`config.mk`:
```
export PLATFORM = sky130hd
export DESIGN_NAME = g_curve_lut
export DESIGN_NICKNAME = d
export VERILOG_FILES = /design/src/rtl/g_curve_lut.sv
export SDC_FILE = /design/constraint.sdc
export NUM_CORES = 2
export LEC_CHECK = 0
export BUFFER_PORTS_ARGS = -buffer_cell sky130_fd_sc_hd__buf_2
export CORE_UTILIZATION = 40
export DETAILED_ROUTE_END_ITERATION = 12
export PLACE_DENSITY_LB_ADDON = 0.3
export SLEW_MARGIN = 5
export SYNTH_ARGS = -nofsm -noshare
export SYNTH_HDL_FRONTEND = slang
export SYNTH_SLANG_ARGS = --single-unit
```
`constraint.sdc`:
```
create_clock -name clk -period 3.6 [get_ports clk]
set_input_delay 0.72 -clock clk [delete_from_list [all_inputs] [get_ports clk]]
set_output_delay 0.72 -clock clk [all_outputs]
set_load 0.05 [all_outputs]
```
`src/rtl/g_curve_lut.sv`:
```
// g_curve_lut: double-banked per-channel g-curve lookup.
// Identity fill after reset, shadow-bank load, atomic commit.
module g_curve_lut #(
  parameter int PIXEL_W  = 5,
  parameter int DATA_W   = 8,
  parameter int CHANNELS = 3,
  parameter int CH_W     = 2
) (
  input  logic                         clk,
  input  logic                         rst_n,
  input  logic                         clk_en,
  input  logic                         in_valid,
  input  logic [CHANNELS*PIXEL_W-1:0]  pixel,
  output logic                         out_valid,
  output logic [CHANNELS*DATA_W-1:0]   data,
  input  logic                         cfg_valid,
  output logic                         cfg_ready,
  input  logic [CH_W-1:0]              cfg_chan,
  input  logic [PIXEL_W-1:0]           cfg_addr,
  input  logic [DATA_W-1:0]            cfg_data,
  input  logic                         cfg_commit,
  output logic                         active_bank,
  output logic                         init_done,
  output logic                         cfg_err
);

  localparam int DEPTH = 1 << PIXEL_W;
  localparam int SH    = DATA_W - PIXEL_W;
  localparam logic [CH_W:0] NCH = (CH_W+1)'(CHANNELS);

  typedef enum logic {
    S_INIT,
    S_RUN
  } state_t;

  state_t                       state_q;
  logic [PIXEL_W-1:0]           cnt_q;
  logic [PIXEL_W-1:0]           cnt_d;
  logic                         out_valid_q;
  logic [CHANNELS*DATA_W-1:0]   data_q;
  logic [CHANNELS*DATA_W-1:0]   look_d;
  logic                         cfg_ready_q;
  logic                         bank_q;
  logic                         init_done_q;
  logic                         cfg_err_q;
  logic [DATA_W-1:0]            init_val;
  logic                         cfg_fire;
  logic                         commit_fire;
  logic                         chan_bad;
  logic                         wr_bank;

  logic [DATA_W-1:0] mem_q [2][CHANNELS][DEPTH];

  assign cnt_d       = cnt_q + 1'b1;
  assign init_val    = DATA_W'(cnt_q) << SH;
  assign cfg_fire    = cfg_valid & cfg_ready_q;
  assign commit_fire = cfg_commit & cfg_ready_q;
  assign chan_bad    = {1'b0, cfg_chan} >= NCH;
  assign wr_bank     = ~bank_q;

  assign out_valid   = out_valid_q;
  assign data        = data_q;
  assign cfg_ready   = cfg_ready_q;
  assign active_bank = bank_q;
  assign init_done   = init_done_q;
  assign cfg_err     = cfg_err_q;

  // Parallel read of every channel from the active bank.
  always_comb begin
    look_d = '0;
    for (int c = 0; c < CHANNELS; c++) begin
      look_d[c*DATA_W +: DATA_W] =
        mem_q[bank_q][c][pixel[c*PIXEL_W +: PIXEL_W]];
    end
  end

  // Table storage: identity fill in INIT, shadow-bank writes in RUN.
  always_ff @(posedge clk) begin
    if (rst_n) begin
      if (state_q == S_INIT) begin
        for (int b = 0; b < 2; b++) begin
          for (int c = 0; c < CHANNELS; c++) begin
            mem_q[b][c][cnt_q] <= init_val;
          end
        end
      end else if (cfg_fire) begin
        for (int c = 0; c < CHANNELS; c++) begin
          if (cfg_chan == CH_W'(c)) begin
            mem_q[wr_bank][c][cfg_addr] <= cfg_data;
          end
        end
      end
    end
  end

  // Control FSM with registered lookup and status outputs.
  always_ff @(posedge clk) begin
    if (!rst_n) begin
      state_q     <= S_INIT;
      cnt_q       <= '0;
      data_q      <= '0;
      out_valid_q <= 1'b0;
      init_done_q <= 1'b0;
      cfg_ready_q <= 1'b0;
      cfg_err_q   <= 1'b0;
      bank_q      <= 1'b0;
    end else begin
      unique case (state_q)
        S_INIT: begin
          cnt_q <= cnt_d;
          if (cnt_q == '1) begin
            state_q     <= S_RUN;
            init_done_q <= 1'b1;
            cfg_ready_q <= 1'b1;
          end
        end
        S_RUN: begin
          if (clk_en) begin
            out_valid_q <= in_valid;
            data_q      <= look_d;
          end
          if (cfg_fire && chan_bad) begin
            cfg_err_q <= 1'b1;
          end
          if (commit_fire) begin
            bank_q <= ~bank_q;
          end
        end
        default: begin
          state_q <= S_INIT;
        end
      endcase
    end
  end

endmodule

```
==> flow_summary.toml <==
[status]
outcome = "complete, no violations"

[clocking]
clock_path_buffers = 3
cts_sinks = 1571
worstSkewPairLatency_ns = 0.81
cts_max_level = 4
cts_resized = 0
path_clk_slew_ns = 0.07
post_cts_buffers = 0
cts_tree = "done"
hold_buffers = 0
cts_root_buf = "clkbuf_16"
cts_buffers = 166

[grt]
antenna_found_initial = 10
grt_max_degree = 66
grt_pass1_vias = 42600
grt_use_total_pct = 24.0
grt_pass1_wl_mm = 312
grt-ovfl-total = 0

[routing]
wl_per_cell_um = 31.0
drt_wl_total_mm = 218
drt_iter0_markers = 4732
ant_nets = 0
drcViolationCount = 0
dr.pass1.iters = 6
vias_per_cell = 6.05
dr_total_vias = 42400

[logic_synthesis]
yosysSeqAreaShare_pct = 65.0
syn_area_mm2 = 0.0720
synthTopCellsByArea = "edfxtp_1 (64%), mux4_2 (12%), mux2_2 (10%)"
yosysMostFrequentCell = "edfxtp_1"
synth_top_area_share_pct = 64.1
synth.avg_cell_area_um2 = 16.4
synthCells = 4385
muxShareOfSynthArea_pct = 23.9
yosysWarnings = 0
synth_xor_area_share_pct = 0.0487
synth_nets = 4426
synth_cell_types = 57
yosys-top-cells-count = "edfxtp_1 (1,536), mux2_2 (640), mux4_2 (384)"
synth-edff-count = 1536
synth_top_family_by_area = "multiplexers"
ys.flop_type = "edfxtp_1"
yosys.area_share.simple_pct = 6.09
ys_ff_latch = 1571
synth_fa_ha_area_share_pct = 0.0869
synth_compound_area_share_pct = 2.62
async_flop_share_pct = 0
synth_area_leader_cell = "edfxtp_1"

[sta]
clock_skew_ns = 0.0238
setup_violations = 0
tightestPinTransition_ns = 1.32
grt_setup_unrepaired = "no"
period_minus_slack_ns = 3.18
final_hold_viol_count = 0
max_freq_ghz = 0.315
relSlewSlack_pct = 11.8
fin_crit_sh_pct = 88.3
slew_viol_final = 0
hold_ws_ns = 0.237

[worst_setup_path]
path_class = "reg2reg"
r2r_end = "mem_q[1][66]$_DFFE_PP_"
crit_arrival_ns = 3.82
critical_path.reg2reg.startpoint = "init_done$_SDFFE_PN0P_"
startpoint = "init_done$_SDFFE_PN0P_"
crit_path_start_kind = "flop"
rr_worst_depth = 7
cp.required_ns = 4.24
slowest_stage = "nor2b_4"
cp-end-kind = "flop"
critical_path.max_fanout = 34
r2r_slack_ns = 0.42
slowest_delay_ns = 0.99
cpMostUsedCell = "buf_4"
path_cells = "and4_1 > and3_2 > a2bb2oi_1 > a211oi_4 > buf_4 > nor2b_4 > buf_4"

[cells_and_area]
syn2layout_area_growth_pct = 13.6
fillCellCount = 15300
drive_gt1_share_pct = 36.1
layout.nets = 4550

[power]
ir_drop_mv = 0.391
combPwrFrac_pct = 4.6
clkPwrFrac_pct = 44.2
internal_power_w = 0.0307
seqPwrFrac_pct = 51.2
powerDensity_mw_per_mm2 = 481
power.share.switching_pct = 22.0
p_switching_w = 0.00863
power_w = 0.0393
p_leak_nw = 27.4

[die]
die_area_mm2 = 0.182
boundaryPins = 65
die_h_um = 426
start_util_pct = 40.3
coreArea_mm2 = 0.179
core.rowCount = 155
die_w_um = 426

[placement]
place_congestion = 0.934
portBuffers = 64
dp_hpwl_mm = 143

[min_path]
whs_path_depth = 2
worstHoldStart = "rst_n"
min_to = "init_done$_SDFFE_PN0P_"
hold_path_class = "in2reg"

[run]
drv_cap = 0
-- critical path, delay by kind of cell (launching register included) --
family / cells / cell delay [ns]
and+or+nand+nor: 3 / 1.55
buffers and inverters: 2 / 0.54
DFF: 1 / 0.50
AOI/OAI and AO/OA: 2 / 0.41
-- layer usage --
layer	track usage, %	up-vias	share of wire [%]
li1	-	17600	-
met1	32.7	22300	41
met2	37.9	2098	47
met3	4.86	412	8.6
met4	9.09	6	3.9
met5	0	-	0.018
-- metrics by stage --
step / setup WS (ns) / area [um2] / util, % / std cells / TNS [ns]
4_1_cts: 0.429 / 81700 / 45.8 / 7002 / 0
2_1_floorplan: -0.300 / 72000 / - / 4385 / -57.64
6_report: 0.422 / 81800 / 45.8 / 7007 / 0
3_5_place_dp: 0.0342 / 76300 / 42.7 / 6696 / 0
5_1_grt: 0.297 / 81800 / 45.8 / 7004 / 0
3_3_place_gp: 0.00689 / 76300 / 42.7 / 6695 / 0
-- power groups by stage --
| stage | Combinational [W] | Clock (W) | Sequential, W |
|---|---|---|---|
| 2_1_floorplan | 0.00107 | 0 | 0.0205 |
| 3_3_place_gp | 0.00178 | 0 | 0.0205 |
| 3_5_place_dp | 0.00180 | 0 | 0.0205 |
| 4_1_cts | 0.00180 | 0.0175 | 0.0201 |
| 5_1_grt | 0.00189 | 0.0182 | 0.0201 |
| 6_report | 0.00182 | 0.0174 | 0.0201 |
-- how the worst max path moves through the flow --
stage                                   end  slack, ns
global placement    mem_q[1][210]$_DFFE_PP_      0.007
detailed placement  mem_q[1][210]$_DFFE_PP_       0.03
CTS                  mem_q[1][66]$_DFFE_PP_       0.43
floorplan             mem_q[1][0]$_DFFE_PP_      -0.30
finish               mem_q[1][66]$_DFFE_PP_       0.42
global route         mem_q[1][66]$_DFFE_PP_       0.30
-- final cells by class --
class | instances | area, um2 | share of cell area [%]
flip-flops and latches | 1571 | 46900 | 57.3
clock inverters | 102 | 1070 | 1.31
inverters | 4 | 15.0 | 0.0184
well taps | 2355 | 2950 | 3.60
repair buffers | 344 | 2850 | 3.48
clock buffers | 204 | 4390 | 5.37
diodes | 5 | 12.5 | 0.0153
multi-input cells | 2422 | 23600 | 28.9
-- cells in the final DEF, fill, tap and decap left out, types with 14 or more instances in the layout --
| cell type | instances |
|---|---|
| a22oi_1 | 48 |
| buf_12 | 30 |
| buf_2 | 56 |
| buf_4 | 250 |
| bufinv_16 | 17 |
| clkbuf_1 | 31 |
| clkbuf_16 | 168 |
| clkinv_1 | 35 |
| clkinv_2 | 26 |
| dfxtp_1 | 28 |
| edfxtp_1 | 1536 |
| mux2_1 | 29 |
| mux2_2 | 635 |
| mux2i_1 | 99 |
| mux4_2 | 384 |
| nand2_1 | 342 |
| nand3_1 | 130 |
| nor2_1 | 359 |
| nor2_2 | 22 |
| nor2b_1 | 14 |
| nor3_1 | 56 |
| o2111ai_1 | 16 |
| o21ai_0 | 67 |
| o221a_2 | 16 |
| o221ai_1 | 32 |
| o22a_1 | 24 |
| o22ai_1 | 24 |
-- kinds of logic (layout without fill, tap and decap cells) --
group                    count (synthesis)  after routing
flip-flops                            1571           1571
other                                    0              5
multiplexers                          1152           1152
adder cells (fa/ha/maj)                  5              5
XOR/XNOR                                 4              4
AO/OA/AOI/OAI                          262            262
AND/OR/NAND/NOR                        999            999
buffers and inverters                  392            654
-- sequential cells by signal (all words and copies together) (netlist names), named ones only --
| register | flops |
|---|---|
| cnt_q | 5 |
| mem_q | 1536 |
| cfg_err | 1 |
| out_valid | 1 |
| data | 24 |
| init_done | 1 |
| state_q | 1 |
| active_bank | 1 |
(Power assumes the default switching activity.)
